### src/rtl/cache_controller_pkg.sv
// Shared cache package.
// Holds the controller state encoding, the default line geometry, the
// opcode-independent memory constants and the packed control-output bundle
// that the controller drives each cycle.
package cache_controller_pkg;

    // Controller state encoding (2-bit, legacy-compatible constants)
    localparam logic [1:0] ST_IDLE       = 2'd0;
    localparam logic [1:0] ST_REFILL     = 2'd1;
    localparam logic [1:0] ST_WRITE_THRU = 2'd2;
    localparam logic [1:0] ST_RESUME     = 2'd3;

    // Line geometry and memory word constants
    localparam int DEFAULT_BLOCK_WORDS = 4;
    localparam int WORD_W              = 32;
    localparam int WORD_BYTES          = WORD_W / 8;

    // Single-bit control outputs, grouped so the next-state logic can
    // clear them all with one default assignment.
    typedef struct packed {
        logic stall;
        logic mem_req;
        logic mem_we;
        logic cache_we;
        logic cache_upd;
        logic valid_set;
    } ctl_t;

endpackage

### src/rtl/cache_controller_refill_counter.sv
// refill_counter: word index for a line refill.
// Ports:
//   clk, rst   - clock, synchronous active-high reset
//   clear      - synchronous clear (held while not refilling)
//   enable     - advance by one word (one memory ack)
//   cnt        - current word index
//   last       - cnt is on the final word of the line
// The line holds 2**CNT_W words, so the increment wraps to 0 by itself
// on the ack that completes the line.
module refill_counter #(
    parameter int CNT_W = 2
) (
    input  logic             clk,
    input  logic             rst,
    input  logic             clear,
    input  logic             enable,
    output logic [CNT_W-1:0] cnt,
    output logic             last
);

    always_ff @(posedge clk) begin
        if (rst || clear)
            cnt <= '0;
        else if (enable)
            cnt <= cnt + 1'b1;
    end

    assign last = &cnt;

endmodule

### src/rtl/cache_controller.sv
// cache_controller: blocking write-through / no-write-allocate controller.
// Ports:
//   clk, rst   - clock, synchronous active-high reset
//   mem_read   - load request from decoder
//   mem_write  - store request from decoder (wins over mem_read)
//   hit        - tag match and valid from the cache array
//   mem_ready  - main-memory per-word ack
//   stall      - freeze PC / pipeline registers (combinational)
//   mem_req    - main-memory access request
//   mem_we     - main-memory write enable
//   word_cnt   - refill word index (memory address + cache word select)
//   cache_we   - write refill word[word_cnt] into the line
//   cache_upd  - write store data into a hitting word
//   valid_set  - set valid and write the tag of the refilled line
module cache_controller
    import cache_controller_pkg::*;
#(
    parameter int BLOCK_WORDS = DEFAULT_BLOCK_WORDS,
    parameter int CNT_W       = 2
) (
    input  logic             clk,
    input  logic             rst,
    input  logic             mem_read,
    input  logic             mem_write,
    input  logic             hit,
    input  logic             mem_ready,
    output logic             stall,
    output logic             mem_req,
    output logic             mem_we,
    output logic [CNT_W-1:0] word_cnt,
    output logic             cache_we,
    output logic             cache_upd,
    output logic             valid_set
);

    logic [1:0] state, state_nxt;
    ctl_t       ctl;
    logic       cnt_en;
    logic       cnt_last;

    // Counter is held at zero outside REFILL, so every refill starts from
    // word 0 even after an abandoned one.
    refill_counter #(.CNT_W(CNT_W)) u_refill_counter (
        .clk    (clk),
        .rst    (rst),
        .clear  (state != ST_REFILL),
        .enable (cnt_en),
        .cnt    (word_cnt),
        .last   (cnt_last)
    );

    always_ff @(posedge clk) begin
        if (rst)
            state <= ST_IDLE;
        else
            state <= state_nxt;
    end

    always_comb begin
        state_nxt = state;
        ctl       = '0;
        cnt_en    = 1'b0;
        case (state)
            ST_IDLE: begin
                // A store takes priority; a hitting store also updates the
                // cache word now, a missing store leaves the cache alone.
                if (mem_write) begin
                    ctl.stall     = 1'b1;
                    ctl.cache_upd = hit;
                    state_nxt     = ST_WRITE_THRU;
                end else if (mem_read && !hit) begin
                    ctl.stall = 1'b1;
                    state_nxt = ST_REFILL;
                end
            end
            ST_REFILL: begin
                ctl.stall   = 1'b1;
                ctl.mem_req = 1'b1;
                if (mem_ready) begin
                    ctl.cache_we = 1'b1;
                    cnt_en       = 1'b1;
                    if (cnt_last) begin
                        ctl.valid_set = 1'b1;
                        state_nxt     = ST_RESUME;
                    end
                end
            end
            ST_WRITE_THRU: begin
                ctl.stall   = 1'b1;
                ctl.mem_req = 1'b1;
                ctl.mem_we  = 1'b1;
                if (mem_ready)
                    state_nxt = ST_RESUME;
            end
            default: begin
                // RESUME: one unstalled cycle so the held request retires.
                state_nxt = ST_IDLE;
            end
        endcase
    end

    assign stall     = ctl.stall;
    assign mem_req   = ctl.mem_req;
    assign mem_we    = ctl.mem_we;
    assign cache_we  = ctl.cache_we;
    assign cache_upd = ctl.cache_upd;
    assign valid_set = ctl.valid_set;

endmodule

### config.mk
export PLATFORM = sky130hd
export DESIGN_NAME = cache_controller
export DESIGN_NICKNAME = d
export VERILOG_FILES = /design/src/rtl/cache_controller_pkg.sv /design/src/rtl/cache_controller_refill_counter.sv /design/src/rtl/cache_controller.sv
export SDC_FILE = /design/constraint.sdc
export NUM_CORES = 1
export LEC_CHECK = 0
export CELL_PAD_IN_SITES_DETAIL_PLACEMENT = 0
export CELL_PAD_IN_SITES_GLOBAL_PLACEMENT = 1
export CORE_MARGIN = 2
export CORE_UTILIZATION = 25
export DETAILED_ROUTE_END_ITERATION = 12
export GPL_ROUTABILITY_DRIVEN = 0
export PLACE_DENSITY = 0.66
export SYNTH_ARGS = -nofsm -noshare
export SYNTH_HDL_FRONTEND = slang
export SYNTH_SLANG_ARGS = --single-unit
### constraint.sdc
create_clock -name clk -period 3.9 [get_ports clk]
set_clock_uncertainty 0.15 [all_clocks]
set_input_delay 0.585 -clock clk [delete_from_list [all_inputs] [get_ports clk]]
set_output_delay 0.585 -clock clk [all_outputs]
set_load 0.02 [all_outputs]
* Word-level counts from Yosys, hierarchy flattened
Index checks and enable logic that the tools add are counted. Widths: inputs -> output; s select.
Word-level totals: register bits 4, logic and storage cells 35
Operators by class: mux-type cells 18, add/subtract/negate cells 1, equality and inequality tests 7, reduce and logical (&&, ||, !) cells 7
Operators with widths (number):
- $mux 1 | 11
- $mux 2 | 5
- $ne 2x2->1 const B | 3
- $pmux 2 s3 | 1
- $reduce_and 4->1 | 1
- $ne 3x3->1 const B | 1
- $add 2x1->2 const B | 1
- $eq 2x1->1 const B | 1
- $eq 2x2->1 const B | 1
- $logic_not 2->1 | 1
- $ne 2x1->1 const B | 1
- $pmux 1 s2 | 1
- $reduce_and 2->1 | 1
- $reduce_or 2->1 | 1
- $logic_and 1x1->1 | 1
- $logic_not 1->1 | 1
- $logic_or 1x1->1 | 1

* Depth between registers and ports, before layout
depth after elaboration 5, mapped depth 5

* Modules after synthesis
From an unflattened synthesis, not the netlist that was laid out.
Unflattened totals: cells, all modules 38, area, all modules 357.8 sq um
By module, submodules not included:
- cache_controller | area an instance 266.5 sq um, instances 1, cells each 31
- refill_counter | area an instance 91.3 sq um, instances 1, cells each 7

* Worst setup path after synthesis
No wires, ideal clock.
path kind reg-to-output, from reg state[0], to out stall, required time 3.165 ns, arrival 1.292 ns, slack 1.873 ns, cell stages (with the launch flop) 5, cell sequence dfxtp_1 -> inv_1 -> ha_1 -> inv_1 -> a21oi_1
On the way: cells in the longest elaborated chain, start to end 3, elaborated cells between the ends (all ways) 5, those cells by class eq/ne: 2; mux: 1; reduce/logical: 2
RTL lines:
- start, declared | line cache_controller.sv:36 | logic [1:0] state, state_nxt;
- start signal, assigned | line cache_controller.sv:56 | state <= state_nxt;
- $eq 2x2->1 / $eq 2x1->1 (equally long branches) | line cache_controller.sv:63 | case (state)
- $reduce_or 2->1 (no line)
- $pmux 1 s2 (*) | line cache_controller.sv:63
- end, declared | line cache_controller.sv:27 | output logic stall,
Mark *: on every way between the ends. The rest lies on a longest branch, timed or not.

* Final worst setup path
from in mem_read, to out stall
On the way: cells in the longest elaborated chain, start to end 4
RTL lines:
- start, declared | line cache_controller.sv:23 | input logic mem_read,
- $logic_and 1x1->1 | line cache_controller.sv:71 | end else if (mem_read && !hit) begin
- $mux 1 | line cache_controller.sv:71
- $mux 1 | line cache_controller.sv:67 | if (mem_write) begin
- $pmux 1 s2 | line cache_controller.sv:63
Every way passes these cells.

==> impl_metrics.toml <==
[sta]
drv_slew = 0
min_period_ns = 2.91
tns_ns = 0
setup_viol = 0
slew_headroom_pct = 80.1
rsz0062_at_grt = "no"
hold_viol_final = 0
timing.fmax_mhz = 343
worstMarginPinSlew_ns = 0.298
finalCritPeriodShare_pct = 74.7

[setup_path]
cpMostUsedCell = "clkdlybuf4s50_1"
cp_data_required_time_ns = 3.16
cp_cell_sequence = "clkdlybuf4s50_1 > nor2b_1 > o21ai_0 > a21oi_1 > clkdlybuf4s50_1"
r2r.worst_path.cells = 5
slowest_delay_ns = 0.62
r2r_end = "state[1]$_SDFFE_PP0P_"
crit_fanout = 2
cp-end-kind = "output port"
startpoint_type = "primary input"
cp.arrival_ns = 2.18
path_class = "in -> out"
r2r_setup_slack_ns = 2.25
cp_slowest_cell = "clkdlybuf4s50_1"
r2r_start = "state[0]$_SDFFE_PP0P_"
crit_start = "mem_read"

[grt]
first_global_vias = 268
grt_use_total_pct = 8.00
grt_first_pass_wirelength_mm = 1.09
grt_max_degree = 6
grt_overflow = 0
antenna_found_initial = 0

[cts]
clock-sinks = 4
cts_tree = "built"
cts_setup_buffers = 0
clkTransAtPathRegs_ns = 0.04
cts_hold_buf = 0
htreeDepth = 1
clock_path_buffers = 2
cts_made_buffers = 3
clock_latency_ns = 0.23
post_cts_resize_count = 0
cts-root-buf = "clkbuf_4"

[synth]
ys_ff_latch = 4
synth_area_um2 = 367
synth_nets = 51
synthesis.instances = 38
ys_types = 18
yosysWarnings = 0
avgSynthCellArea_um2 = 9.65
ys_seq_area_share_pct = 21.8

[routing]
routedWlPerCell_um = 9.43
via_per_inst = 4.13
drt_iter0_drc = 6
route.detailed.drc = 0
wirelength_um = 651
antenna_left = 0
vias = 285
drt_pre_antenna_iters = 3

[cells_and_area]
nNetsFinal = 69
regArea_um2 = 80.1
multi_input_area_um2 = 272
drive_gt1_share_pct = 16.7
synthToLayoutAreaGrowth_pct = 46.8
fin_util_pct = 40.3
antennaDiodeCount = 0
fillers = 134

[floorplan]
die_h_um = 42.3
num_io_pins = 14
initial_utilization_pct = 27.5
die_w_um = 42.3
std_cell_rows = 13
die-area_um2 = 1790
core_um2 = 1330

[placement]
portBuffers = 13
dp_hpwl_um = 554

[hold_path]
whs_endpoint = "u_refill_counter.cnt[1]$_SDFFE_PP0P_"
hold_depth = 2
holdCritStartpoint = "u_refill_counter.cnt[1]$_SDFFE_PP0P_"
hold_class = "reg -> reg"

[status]
outcome = "finished, final reports clean"

[power]
powerDensity_nw_per_um2 = 686
p_leak_nw = 0.233
ir_drop_mv = 0.250

[job]
max_cap_viol_count = 0
-- cells by family after synthesis --
group / after synthesis / synth area share (%)
AND/OR/NAND/NOR: 13 / 20.5
adder cells (fa/ha/maj): 7 / 23.9
AO/OA/AOI/OAI: 6 / 17.7
buffers and inverters: 4 / 4.09
flip-flops: 4 / 21.8
multiplexers: 3 / 9.56
XOR/XNOR: 1 / 2.39
-- flip-flops by register name, summed over array words and instances (netlist names) --
| signal | cells |
|---|---|
| state | 2 |
| u_refill_counter.cnt | 2 |
-- placed cells by master, fill, tap and decap left out, drive strengths merged --
| master | Yosys | layout |
|---|---|---|
| nand2b | 2 | 2 |
| nor2b | 2 | 2 |
| ha | 7 | 7 |
| clkdlybuf4s50 | 0 | 13 |
| or2b | 1 | 1 |
| inv | 4 | 4 |
| o311ai | 1 | 1 |
| and3 | 2 | 2 |
| nor3 | 1 | 1 |
| and2 | 1 | 1 |
| clkbuf | 0 | 3 |
| nor2 | 4 | 4 |
| o21ai | 2 | 2 |
| dfxtp | 4 | 4 |
| a21oi | 2 | 2 |
| mux2 | 1 | 1 |
| xnor2 | 1 | 1 |
| mux2i | 2 | 2 |
| o21bai | 1 | 1 |
-- area by class of cell --
cell class,instances,area share [%]
multi-input cells,30,50.5
repair buffers,13,24.2
flip-flops and latches,4,14.9
clock buffers,3,4.19
well taps,15,3.49
inverters,4,2.79
-- worst max path at each step --
stage | slack [ns] | cells past startpoint | end
final | 0.99 | 5 | stall
after global placement | 1.01 | 5 | stall
after global routing | 0.89 | 5 | stall
after CTS | 0.98 | 5 | stall
after floorplan | 1.87 | 4 | stall
after detailed placement | 0.98 | 5 | stall
-- cell usage after synthesis --
cell / count / area share (%)
and2_2: 1 / 2.0
nand2b_1: 2 / 3.4
o21bai_4: 1 / 5.1
o21ai_0: 2 / 2.7
nor3_1: 1 / 1.4
and3_1: 1 / 1.7
ha_1: 7 / 24
o311ai_4: 1 / 7.2
or2b_2: 1 / 2.4
mux2i_1: 2 / 5.5
nor2_1: 4 / 4.1
xnor2_1: 1 / 2.4
dfxtp_1: 4 / 22
nor2b_1: 2 / 3.4
a21oi_1: 2 / 2.7
inv_1: 4 / 4.1
and3_2: 1 / 2.0
mux2_4: 1 / 4.1
-- metal layers --
metal	wire [µm]	GRT usage, %	vias up
met5	0	0	-
met4	0	3.75	0
met3	21	3.88	0
met2	275	10.5	6
met1	354	10.7	120
li1	-	-	159
-- critical path: cells and delay by family --
family | cells | cell delay [ns]
compound gates | 2 | 0.28
buf+inv | 2 | 1.07
simple gates | 1 | 0.24
-- power breakdown --
group	leakage (nW)	switching (mW)	internal, mW	total, mW
Combinational	0.187	0.127	0.129	0.256
Sequential	0.0327	0.0112	0.0522	0.0634
Clock	0.0138	0.0152	0.0343	0.0495
-- per-stage QoR --
step | power (mW) | instances | hold WS [ns] | instance area (µm²) | worst slack, ns
4_1_cts | 0.373 | 69 | 0.381 | 538 | 0.982
6_report | 0.369 | 69 | 0.373 | 538 | 0.987
3_5_place_dp | 0.321 | 66 | 0.372 | 515 | 0.982
5_1_grt | 0.400 | 69 | 0.398 | 538 | 0.895
3_3_place_gp | 0.326 | 66 | 0.363 | 515 | 1.01
2_1_floorplan | 0.241 | 38 | 0.351 | 367 | 1.87
Note: power is estimated with default switching activity, not from simulation.
